===== src/rtl/serial_add_pkg.sv =====
`timescale 1ns/1ps
// Shared types and defaults for the bit-serial add/subtract controller.
package serial_add_pkg;

    typedef enum logic [1:0] {
        IDLE = 2'd0,
        RUN  = 2'd1,
        DONE = 2'd2
    } ctrl_state_e;

    localparam int SERIAL_ADD_DEFAULT_WIDTH = 8;

endpackage


===== src/rtl/serial_add_ctrl_if.sv =====
`timescale 1ns/1ps
// Operand/result handshake bundle for serial_add_ctrl.
// Optional macro SERIAL_ADD_SUB_EN adds the 1-bit 'sub' request.
interface serial_add_ctrl_if
    import serial_add_pkg::*;
#(
    parameter int WIDTH = SERIAL_ADD_DEFAULT_WIDTH
);
    logic             in_valid;
    logic             in_ready;
    logic [WIDTH-1:0] a;
    logic [WIDTH-1:0] b;
    logic             cin;
`ifdef SERIAL_ADD_SUB_EN
    logic             sub;
`endif
    logic             out_valid;
    logic             out_ready;
    logic [WIDTH-1:0] sum;
    logic             cout;
    logic             overflow;
    logic             negative;
    logic             zero;
    logic             busy;

    modport master (
        output in_valid, a, b, cin,
`ifdef SERIAL_ADD_SUB_EN
        output sub,
`endif
        output out_ready,
        input  in_ready, out_valid, sum, cout, overflow, negative, zero, busy
    );

    modport slave (
        input  in_valid, a, b, cin,
`ifdef SERIAL_ADD_SUB_EN
        input  sub,
`endif
        input  out_ready,
        output in_ready, out_valid, sum, cout, overflow, negative, zero, busy
    );

endinterface


===== src/rtl/full_adder.sv =====
`timescale 1ns/1ps
// Single-bit full adder; time-shared across all bit positions by serial_add_ctrl.
module full_adder (
    input  logic a,
    input  logic b,
    input  logic cin,
    output logic sum,
    output logic cout
);

    assign sum  = a ^ b ^ cin;
    assign cout = (a & b) | (cin & (a ^ b));

endmodule


===== src/rtl/serial_add_ctrl.sv =====
`timescale 1ns/1ps
// Bit-serial add/subtract sequencer: one full_adder, one bit per clock, N/Z/C/V flags.
// Optional macro SERIAL_ADD_SUB_EN enables subtraction via the interface 'sub' bit.
module serial_add_ctrl
    import serial_add_pkg::*;
#(
    parameter int WIDTH = SERIAL_ADD_DEFAULT_WIDTH
) (
    input logic              clk,
    input logic              reset_n,
    serial_add_ctrl_if.slave bus
);

    localparam int CW = (WIDTH > 1) ? $clog2(WIDTH) : 1;

    ctrl_state_e      state;
    logic [WIDTH-1:0] a_sh;
    logic [WIDTH-1:0] b_sh;
    logic [WIDTH-2:0] sum_sh;
    logic             carry;
    logic [CW-1:0]    count;

    logic             in_ready_q;
    logic             out_valid_q;
    logic             busy_q;
    logic [WIDTH-1:0] sum_q;
    logic             cout_q;
    logic             overflow_q;
    logic             negative_q;
    logic             zero_q;

    logic             fa_sum;
    logic             fa_cout;
    logic [WIDTH-1:0] sum_next;
    logic [WIDTH-1:0] b_load;
    logic             carry_load;

    full_adder u_fa (
        .a    (a_sh[0]),
        .b    (b_sh[0]),
        .cin  (carry),
        .sum  (fa_sum),
        .cout (fa_cout)
    );

    // Sum register keeps only the WIDTH-1 bits collected so far; the live adder bit completes it.
    assign sum_next = {fa_sum, sum_sh};

    always_comb begin
        b_load     = bus.b;
        carry_load = bus.cin;
`ifdef SERIAL_ADD_SUB_EN
        if (bus.sub) begin
            b_load     = ~bus.b;
            carry_load = 1'b1;
        end
`endif
    end

    always_ff @(posedge clk or negedge reset_n) begin
        if (!reset_n) begin
            state       <= IDLE;
            a_sh        <= '0;
            b_sh        <= '0;
            sum_sh      <= '0;
            carry       <= 1'b0;
            count       <= '0;
            in_ready_q  <= 1'b1;
            out_valid_q <= 1'b0;
            busy_q      <= 1'b0;
            sum_q       <= '0;
            cout_q      <= 1'b0;
            overflow_q  <= 1'b0;
            negative_q  <= 1'b0;
            zero_q      <= 1'b0;
        end else begin
            unique case (state)
                IDLE: begin
                    if (bus.in_valid && in_ready_q) begin
                        a_sh       <= bus.a;
                        b_sh       <= b_load;
                        carry      <= carry_load;
                        count      <= '0;
                        state      <= RUN;
                        in_ready_q <= 1'b0;
                        busy_q     <= 1'b1;
                    end
                end
                RUN: begin
                    a_sh   <= {1'b0, a_sh[WIDTH-1:1]};
                    b_sh   <= {1'b0, b_sh[WIDTH-1:1]};
                    sum_sh <= sum_next[WIDTH-1:1];
                    carry  <= fa_cout;
                    if (count == CW'(WIDTH - 1)) begin
                        // carry still holds the carry into the MSB on this last step
                        sum_q       <= sum_next;
                        cout_q      <= fa_cout;
                        overflow_q  <= carry ^ fa_cout;
                        negative_q  <= fa_sum;
                        zero_q      <= (sum_next == '0);
                        state       <= DONE;
                        busy_q      <= 1'b0;
                        out_valid_q <= 1'b1;
                    end else begin
                        count <= count + CW'(1);
                    end
                end
                DONE: begin
                    if (out_valid_q && bus.out_ready) begin
                        out_valid_q <= 1'b0;
                        in_ready_q  <= 1'b1;
                        state       <= IDLE;
                    end
                end
                default: begin
                    state <= IDLE;
                end
            endcase
        end
    end

    assign bus.in_ready  = in_ready_q;
    assign bus.out_valid = out_valid_q;
    assign bus.busy      = busy_q;
    assign bus.sum       = sum_q;
    assign bus.cout      = cout_q;
    assign bus.overflow  = overflow_q;
    assign bus.negative  = negative_q;
    assign bus.zero      = zero_q;

endmodule


===== src/flat_wrapper.sv =====
// flat-port wrapper written by rule: the top's interface ports become plain ports
module serial_add_ctrl_flat import serial_add_pkg::*;
#(
    parameter int WIDTH = SERIAL_ADD_DEFAULT_WIDTH
)
  (clk, reset_n, bus_in_valid, bus_a, bus_b, bus_cin, bus_out_ready, bus_in_ready, bus_out_valid, bus_sum, bus_cout, bus_overflow, bus_negative, bus_zero, bus_busy);
  serial_add_ctrl_if #(.WIDTH(WIDTH)) bus_i ();
  input logic clk;
  input logic reset_n;
  input wire logic [$bits(bus_i.in_valid)-1:0] bus_in_valid;
  input wire logic [$bits(bus_i.a)-1:0] bus_a;
  input wire logic [$bits(bus_i.b)-1:0] bus_b;
  input wire logic [$bits(bus_i.cin)-1:0] bus_cin;
  input wire logic [$bits(bus_i.out_ready)-1:0] bus_out_ready;
  output wire logic [$bits(bus_i.in_ready)-1:0] bus_in_ready;
  output wire logic [$bits(bus_i.out_valid)-1:0] bus_out_valid;
  output wire logic [$bits(bus_i.sum)-1:0] bus_sum;
  output wire logic [$bits(bus_i.cout)-1:0] bus_cout;
  output wire logic [$bits(bus_i.overflow)-1:0] bus_overflow;
  output wire logic [$bits(bus_i.negative)-1:0] bus_negative;
  output wire logic [$bits(bus_i.zero)-1:0] bus_zero;
  output wire logic [$bits(bus_i.busy)-1:0] bus_busy;
  assign bus_i.in_valid = bus_in_valid;
  assign bus_i.a = bus_a;
  assign bus_i.b = bus_b;
  assign bus_i.cin = bus_cin;
  assign bus_i.out_ready = bus_out_ready;
  assign bus_in_ready = bus_i.in_ready;
  assign bus_out_valid = bus_i.out_valid;
  assign bus_sum = bus_i.sum;
  assign bus_cout = bus_i.cout;
  assign bus_overflow = bus_i.overflow;
  assign bus_negative = bus_i.negative;
  assign bus_zero = bus_i.zero;
  assign bus_busy = bus_i.busy;
  serial_add_ctrl #(.WIDTH(WIDTH)) u_core (.clk(clk), .reset_n(reset_n), .bus(bus_i));
endmodule

===== config.mk =====
export PLATFORM = sky130hd
export DESIGN_NAME = serial_add_ctrl_flat
export DESIGN_NICKNAME = d
export VERILOG_FILES = /design/src/rtl/serial_add_pkg.sv /design/src/rtl/serial_add_ctrl_if.sv /design/src/rtl/full_adder.sv /design/src/rtl/serial_add_ctrl.sv /design/src/flat_wrapper.sv
export SDC_FILE = /design/constraint.sdc
export NUM_CORES = 1
export LEC_CHECK = 0
export ABC_AREA = 1
export CORE_UTILIZATION = 25
export DETAILED_ROUTE_END_ITERATION = 12
export GPL_ROUTABILITY_DRIVEN = 0
export PLACE_DENSITY_LB_ADDON = 0.25
export SLEW_MARGIN = 15
export SYNTH_ARGS = -nofsm -noshare
export SYNTH_HDL_FRONTEND = slang
export SYNTH_SLANG_ARGS = --single-unit

===== constraint.sdc =====
create_clock -name clk -period 2.7 [get_ports clk]
set_input_delay 0.54 -clock clk [delete_from_list [all_inputs] [get_ports clk]]
set_output_delay 0.54 -clock clk [all_outputs]
set_load 0.01 [all_outputs]

==> results of run 1 <==
[kinds of logic (layout without fill, tap and decap cells)]
logic type	count (synthesis)	in the layout
AO/OA/AOI/OAI	15	15
XOR/XNOR	1	1
adder cells (fa/ha/maj)	3	3
buffers and inverters	27	62
flip-flops	43	43
AND/OR/NAND/NOR	155	155
[through the flow]
step	utilization	total power, W
after global routing	0.3296	0.001278
after detailed placement	0.3143	0.0007110
final	0.3296	0.001222
after global placement	0.3143	0.0007114
after CTS	0.3296	0.001242
after floorplan	-	0.0006655
[cell usage in the layout, fill, tap and decap left out]
master / synthesis / final
clkinv_2: 0 / 1
dfrtp_1: 42 / 42
nand4_1: 2 / 2
clkbuf_8: 0 / 6
fa_1: 1 / 1
buf_4: 4 / 7
o21ai_1: 9 / 9
dfstp_2: 1 / 1
nand2_1: 104 / 104
nor2_1: 9 / 9
bufinv_16: 0 / 1
clkdlybuf4s50_1: 0 / 34
buf_2: 10 / 1
a21oi_1: 2 / 2
xnor2_1: 1 / 1
nand3_1: 38 / 38
ha_1: 2 / 2
o21ai_0: 4 / 4
nand2_2: 2 / 2
inv_1: 12 / 12
[cell type report]
| cell class | count | area, µm² |
|---|---|---|
| fill | 837 | 5154 |
| clock buffer | 6 | 82.58 |
| tap | 102 | 127.6 |
| multi-input combinational | 174 | 768.2 |
| sequential | 43 | 1077 |
| clock inverter | 2 | 35.03 |
| timing repair buffer | 42 | 397.9 |
| inverter | 12 | 45.04 |
[per-layer routing]
metal	vias up	part of all wire	GRT usage	routed length (µm)
met1	745	0.50	0.1495	2137
met4	0	0.0078	0.03571	33
met3	2	0.044	0.03788	187
li1	836	-	-	-
met2	36	0.44	0.1660	1874
met5	-	0	0	0
[flip-flops by register name (all words and copies together), names as in the netlist]
register,cells
u_core.a_sh,8
u_core.b_sh,8
u_core.bus.busy,1
u_core.bus.cout,1
u_core.bus.in_ready,1
u_core.bus.out_valid,1
u_core.bus.overflow,1
u_core.bus.sum,8
u_core.bus.zero,1
u_core.carry,1
u_core.count,3
u_core.state,2
u_core.sum_sh,7
[worst paths after layout]
check	startpoint	endpoint	slack (ps)	depth (start not counted)
worst min register to register	u_core.bus.busy	u_core.bus.busy	480	2
max in group asynchronous	reset_n	u_core.b_sh[6]	2010	2
worst max register to register	u_core.state[1]	u_core.a_sh[4]	1130	7
worst min-delay path	reset_n	u_core.bus.zero	310	2
worst max-delay path	u_core.bus.in_ready	bus_in_ready	790	1
min in group clk	u_core.bus.busy	u_core.bus.busy	480	2
[power by group through the flow]
| stage | clock network, W | logic (W) | registers (W) |
|---|---|---|---|
| 2_1_floorplan | 0 | 0.00000914 | 0.000656 |
| 3_3_place_gp | 0 | 0.0000552 | 0.000656 |
| 3_5_place_dp | 0 | 0.0000548 | 0.000656 |
| 4_1_cts | 0.000543 | 0.0000551 | 0.000643 |
| 5_1_grt | 0.000575 | 0.0000599 | 0.000644 |
| 6_report | 0.000526 | 0.0000529 | 0.000643 |
==> flow_summary.json, run 1 <==
{
  "syn_area_mm2": 0.001974,
  "clk_pin_slew_ps": 80,
  "p_int_w": 0.0009724,
  "route.detailed.drc": 0,
  "ir_drop_mv": 0.1653,
  "rsz0062_at_grt": "false",
  "cts_setup_buffers": 0,
  "synth_fa_ha_area_frac": 0.02281,
  "route.vias.total": 1619,
  "cap_viol_max_count": 0,
  "grt_usage": 0.1108,
  "grt_antenna_before_repair": 0,
  "h-tree-depth": 2,
  "yosys-top-cells-count": "104 x nand2_1, 42 x dfrtp_1, 38 x nand3_1",
  "crit_chain": "clkdlybuf4s50_1",
  "clock_latency_ps": 300,
  "vias_per_cell": 4.249,
  "synth_most_common_cell": "nand2_1",
  "relSlewSlack": 0.6291,
  "synth_area_leaders": "dfrtp_1 53%, nand2_1 20%, nand3_1 9.6%",
  "die_x_um": 90.87,
  "tightest_slew_ps": 556.4,
  "hold_viol_final": 0,
  "finalInstanceArea_mm2": 0.002534,
  "finalMaxSlewViolations": 0,
  "post-route-period-util": 0.7085,
  "synth-simple-area-share": 0.3238,
  "synth_flop_cell": "dfrtp_1",
  "grt_max_degree": 44,
  "core_mm2": 0.007687,
  "pwr-share-seq": 0.526,
  "power.net_switching_w": 0.0002500,
  "fin_hold_ws_ps": 313.1,
  "path_class": "flop to output port",
  "outcome": "finished, final reports clean",
  "powerDensity_mw_per_mm2": 482.5,
  "worst_setup_path_start_kind": "flop",
  "synth_edf_count": 0,
  "pwr-share-comb": 0.043,
  "cts_buffers": 5,
  "synth_compound_area_frac": 0.03802,
  "cts-root-buf": "clkbuf_8",
  "leakage_nw": 1.204,
  "tns_ps": 0,
  "final_layout_size_suffix_gt1_frac": 0.06810,
  "ant_nets": 0,
  "num_rows": 32,
  "worst_ep_required_time_ps": 2160,
  "fin_ws_ps": 787.0,
  "drt_pass1_iterations": 4,
  "cts_resized": 0,
  "clockBufferDepth": 2,
  "area_growth_pct": 28.33,
  "synth-xor-area-share": 0.004436,
  "final_cells": 381,
  "fin_skew_ps": 2.627,
  "avgSynthCellArea_um2": 8.092,
  "p_clk_frac": 0.430,
  "synth_top_area_frac": 0.5323,
  "cp_num_buf_inv": 1,
  "cts_tree": "built",
  "yosys_register_bits": 43,
  "drtIter0Drc": 102,
  "die-area_mm2": 0.008257,
  "wl_per_cell_um": 11.11,
  "antennaDiodeCount": 0,
  "cp_top_family": "flip-flops",
  "dp_worst_setup_slack_ps": 842.4,
  "grt_overflow": 0,
  "die_h_um": 90.87,
  "synth_top_family_by_area": "simple AND/OR/NAND/NOR gates",
  "endpoint_kind": "output port",
  "cts_hold_buf": 0,
  "yosysSeqAreaShare": 0.5456,
  "synth_cell_types": 17,
  "clock_sinks": 43,
  "synth_nets": 268,
  "worst_path_max_delay_cell": "dfstp_2",
  "setup_viol": 0,
  "yosysWarningCount": 0,
  "worstPathArrival_ps": 1370,
  "fmax_mhz": 522.7,
  "hold_class": "input port to asynchronous set/reset pin",
  "cpPeakStageDelay_ps": 550,
  "placedCellCount": 373,
  "min_period_ps": 1913,
  "grt_pass1_wl_mm": 7.279,
  "p_sw_frac": 0.2045,
  "synthMuxAreaShare": 0,
  "numPortBuffers": 35,
  "grt_pass1_vias": 1562,
  "io_pins": 36,
  "fin_nets": 302,
  "wl_mm": 4.232,
  "placed_area_mm2": 0.002416,
  "hpwl_mm": 2.721,
  "critPathMaxFanout": 3,
  "async_flop_share": 1.000,
  "synth_cells": 244,
  "yosys.area.top_type": "dfrtp_1",
  "initial_core_util": 0.2568
}
Note: power is estimated with default switching activity, not from simulation.
==> inputs of run 2 (changes only) <==
clock period = 1.65 ns   (was 2.7 ns; I/O delays follow)
==> flow_summary.json, run 2 (synthesized netlist as in run 1, its figures left out) <==
{
  "p_clk_frac": 0.418,
  "relSlewSlack": 0.6953,
  "ir_drop_mv": 0.3548,
  "tightest_slew_ps": 457.0,
  "min_period_ps": 1568,
  "initial_core_util": 0.2568,
  "powerDensity_mw_per_mm2": 758.2,
  "route.detailed.drc": 0,
  "die-area_mm2": 0.008257,
  "grt_pass1_vias": 1634,
  "grt_max_degree": 35,
  "core_mm2": 0.007687,
  "power.net_switching_w": 0.0004107,
  "worst_path_max_delay_cell": "clkdlybuf4s50_1",
  "io_pins": 36,
  "drtIter0Drc": 81,
  "fin_util": 0.3376,
  "multi_input_area_um2": 768.2,
  "placedCellCount": 374,
  "p_int_w": 0.001557,
  "num_rows": 32,
  "worstPathArrival_ps": 1240,
  "final-seq-area_mm2": 0.001077,
  "hold_class": "flop to flop",
  "fin_skew_ps": 12.04,
  "worst_setup_path_start_kind": "flop",
  "clockBufferDepth": 2,
  "outcome": "finished, final reports clean",
  "cap_viol_max_count": 0,
  "hold_viol_final": 0,
  "final_cells": 383,
  "grt_pass1_wl_mm": 7.521,
  "vias_per_cell": 4.253,
  "fmax_mhz": 637.8,
  "grt_overflow": 0,
  "total_power_w": 0.001968,
  "cp_num_buf_inv": 1,
  "grt_usage": 0.1144,
  "wl_mm": 4.273,
  "cts_buffers": 5,
  "drt_pass1_iterations": 4,
  "pwr-share-seq": 0.535,
  "fin_nets": 304,
  "critPathMaxFanout": 4,
  "setup_viol": 0,
  "layout_commonest_cell": "nand2_1",
  "p_sw_frac": 0.2087,
  "cp_top_family": "buffers and inverters",
  "cts_tree": "built",
  "cts_setup_buffers": 0,
  "n_fill_cell": 834,
  "pwr-share-comb": 0.047,
  "die_h_um": 90.87,
  "leakage_nw": 1.238,
  "post-route-period-util": 0.9502,
  "h-tree-depth": 2,
  "rsz0062_at_grt": "false",
  "area_growth_pct": 31.43,
  "wl_per_cell_um": 11.16,
  "ant_nets": 0,
  "tns_ps": 0,
  "grt_antenna_before_repair": 0,
  "clk_pin_slew_ps": 90,
  "path_class": "flop to output port",
  "final_cell_mix": "104 x nand2_1, 42 x dfrtp_1, 38 x nand3_1",
  "route.vias.total": 1629,
  "cts-root-buf": "clkbuf_8",
  "endpoint_kind": "output port",
  "hpwl_mm": 2.942,
  "fin_ws_ps": 82.17,
  "clock_latency_ps": 300,
  "crit_chain": "clkdlybuf4s50_1",
  "finalMaxSlewViolations": 0,
  "worst_ep_required_time_ps": 1320,
  "cpPeakStageDelay_ps": 550,
  "antennaDiodeCount": 0,
  "final_layout_size_suffix_gt1_frac": 0.07117,
  "numPortBuffers": 35,
  "die_x_um": 90.87,
  "dp_worst_setup_slack_ps": 175.4,
  "clock_sinks": 43
}
run 2: cell types whose count changed in the layout (fill, tap and decap cells not counted), sizes merged:
cell           previous run  this run
dlygate4sd2               0         1
clkinv                    1         2
clkbuf                    6         5
buf                       8         9
clkdlybuf4s50            34        33
dlygate4sd3               0         1
run 2: through the flow:
step	cell area (µm²)	hold WS, ps
finish	2595	480.7
global route	2595	499.3
CTS	2595	482.2
detailed placement	2474	304.9
global placement	2474	319.6
floorplan	1974	34.41
run 2: what timing repair did:
| action | 4_1_cts | 5_1_grt |
|---|---|---|
| setup endpoints to repair | 1 | 0 |
| gates resized for setup | 1 | 0 |
| hold buffers | 1 | 0 |
| endpoints found under the hold margin | 16 | 0 |
run 2: path summary, 6_finish.rpt:
| check | startpoint | endpoint | slack (ps) | cells after the start |
|---|---|---|---|---|
| max | u_core.bus.out_valid | bus_out_valid | 80 | 1 |
| min | u_core.bus.in_ready | u_core.bus.in_ready | 480 | 2 |
| max reg2reg | u_core.a_sh[0] | u_core.bus.zero | 270 | 6 |
| min reg2reg | u_core.bus.in_ready | u_core.bus.in_ready | 480 | 2 |
| max in group asynchronous | reset_n | u_core.b_sh[3] | 640 | 3 |
| min in group asynchronous | reset_n | u_core.bus.busy | 510 | 2 |
run 2: per-layer routing:
metal / share of wire / track usage / vias to the layer above / wire length (µm)
li1: - / - / 842 / -
met1: 0.50 / 0.1475 / 751 / 2122
met2: 0.46 / 0.1850 / 31 / 1948
met3: 0.035 / 0.02778 / 5 / 148
met4: 0.013 / 0.04365 / 0 / 55
met5: 0 / 0 / - / 0
run 2: layout make-up:
cell class,instances,share of cell area
clock buffer,5,0.02652
clock inverter,3,0.01688
inverter,12,0.01736
multi-input combinational,174,0.2960
sequential,43,0.4151
tap,102,0.04918
timing repair buffer,44,0.1789
run 2: power groups by stage:
stage | logic (W) | clock network [W] | registers (W)
finish | 0.0000922 | 0.000823 | 0.00105
CTS | 0.0000958 | 0.000849 | 0.00105
global route | 0.000103 | 0.000906 | 0.00105
detailed placement | 0.0000934 | 0 | 0.00107
global placement | 0.0000942 | 0 | 0.00107
floorplan | 0.0000150 | 0 | 0.00107
==> inputs of run 3 (changes only) <==
CAP_MARGIN = 25   (was not set)
==> results of run 3 <==
Same layout as run 2: the final DEF is identical, and so are final timing and power.
==> patch (flow settings as in run 3) <==
Re-encode `ctrl_state_e` (3 states) as one-hot, 3 bits wide.
--- a/src/rtl/serial_add_pkg.sv
+++ b/src/rtl/serial_add_pkg.sv
@@ -4,6 +4,6 @@
 
-    typedef enum logic [1:0] {
-        IDLE = 2'd0,
-        RUN  = 2'd1,
-        DONE = 2'd2
+    typedef enum logic [2:0] {
+        IDLE = 3'b001,
+        RUN  = 3'b010,
+        DONE = 3'b100
     } ctrl_state_e;
Formal check against the unedited RTL: same outputs for any inputs over 10 cycles, from zero or initial values and one cycle with reset_n low; not proved beyond that.
==> patch against run 3 <==
- synthesized area grew 3.4%
- cell area increased by 0.72%
- sequential cell count grew 1
- setup slack better by 20 ps
- routed wire length down 1.9%
- non-clock buffer count decreased by 2
- global-route usage is 0.10 points lower
- highest routed layer unchanged
Power is not compared: it rests on default switching activity, and its combinational part moved more than twofold at a synthesized area within 25%.
==> patch: results (changes against run 3) <==
Parameter                              Value

Cells and area
  Multi-input gate area    792 sq um (was 768 sq um)
  Count of clock-net buffers in the final layout    7 (was 5)
  Final Net Count    313 (was 304)
  Count of sequential standard cells    44 (was 43)
  Seq area share    0.422 (was 0.415)
  Fraction of final layout cells sized beyond drive strength 1    0.0759 (was 0.0712)

Synthesis
  Post-Synthesis Net Count    274 (was 268)
  Sequential cell area fraction in the yosys report    0.540 (was 0.546)
  Xor-xnor portion of the synthesized cell area    0.00429 (was 0.00444)
  Top cell types by occurrence after synthesis    131 x sky130_fd_sc_hd__nand2_1, 42 x sky130_fd_sc_hd__dfrtp_1, 18 x sky130_fd_sc_hd__o21ai_0, 15 x sky130_fd_sc_hd__inv_1, 13 x sky130_fd_sc_hd__nand3_1 (was 104 x sky130_fd_sc_hd__nand2_1, 42 x sky130_fd_sc_hd__dfrtp_1, 38 x sky130_fd_sc_hd__nand3_1, 12 x sky130_fd_sc_hd__inv_1, 10 x sky130_fd_sc_hd__buf_2)
  Synthesized-area fraction occupied by ao, oa, aoi and oai cells    0.0441 (was 0.0380)
  Synth top area cells    sky130_fd_sc_hd__dfrtp_1 51%, sky130_fd_sc_hd__nand2_1 24%, sky130_fd_sc_hd__o21ai_0 4.4% (was sky130_fd_sc_hd__dfrtp_1 53%, sky130_fd_sc_hd__nand2_1 20%, sky130_fd_sc_hd__nand3_1 9.6%)

Timing
  Tightest slew margin relative to the limit    0.747 (was 0.695)
  Worst clock skew on the final layout    7.27 ps (was 12.0 ps)
  Worst Hold Slack    480 ps (was 481 ps)

Global route
  Met3 track utilization from global routing    0.0271 (was 0.0278)
  Global routing usage on met2    0.177 (was 0.185)
  Wire length of the first global-routing pass    7.67 mm (was 7.52 mm)
  Maximum number of pins on one net before global-route repair    31 (was 35)

Critical path
  Number of cells on the worst reg-to-reg path    8 (was 6)
  FF-to-FF setup slack    180 ps (was 270 ps)
  Maximum fanout encountered on the critical timing path    3 (was 4)
  FF-to-FF End    u_core.bus.sum[6]$_DFFE_PN0P_ (was u_core.bus.zero$_DFFE_PN0P_)

Routing
  Number of vias in the routed layout    1648 (was 1629)
  Met2 routed wirelength    1.94 mm (was 1.95 mm)

Status
  Run status    complete, no violations (unchanged)

Hold path
  Endpoint of the worst hold path    u_core.bus.busy$_DFFE_PN0P_ (was u_core.bus.in_ready$_DFFE_PN1P_)
==> patch: cell types whose count changed in the layout (fill, tap and decap cells not counted), moves of 2 or more <==
cell	change
sky130_fd_sc_hd__inv_2	+2
sky130_fd_sc_hd__nand2_2	-2
sky130_fd_sc_hd__nand3_1	-25
sky130_fd_sc_hd__buf_12	-2
sky130_fd_sc_hd__o21ai_1	-9
sky130_fd_sc_hd__o21ai_0	+14
sky130_fd_sc_hd__nor2_1	-3
sky130_fd_sc_hd__a21oi_1	-2
sky130_fd_sc_hd__inv_1	+3
sky130_fd_sc_hd__nand2_1	+27
==> patch: metrics by stage <==
step,setup slack (ps),cells,cell area (sq um),total power (uW),setup TNS (ps)
2_1_floorplan,303,250,2040,2230,0
3_3_place_gp,112,383,2500,2500,0
3_5_place_dp,113,383,2500,2530,0
4_1_cts,76.2,392,2610,3250,0
5_1_grt,-7.83,392,2610,3490,-7.83
6_report,103,392,2610,3210,0
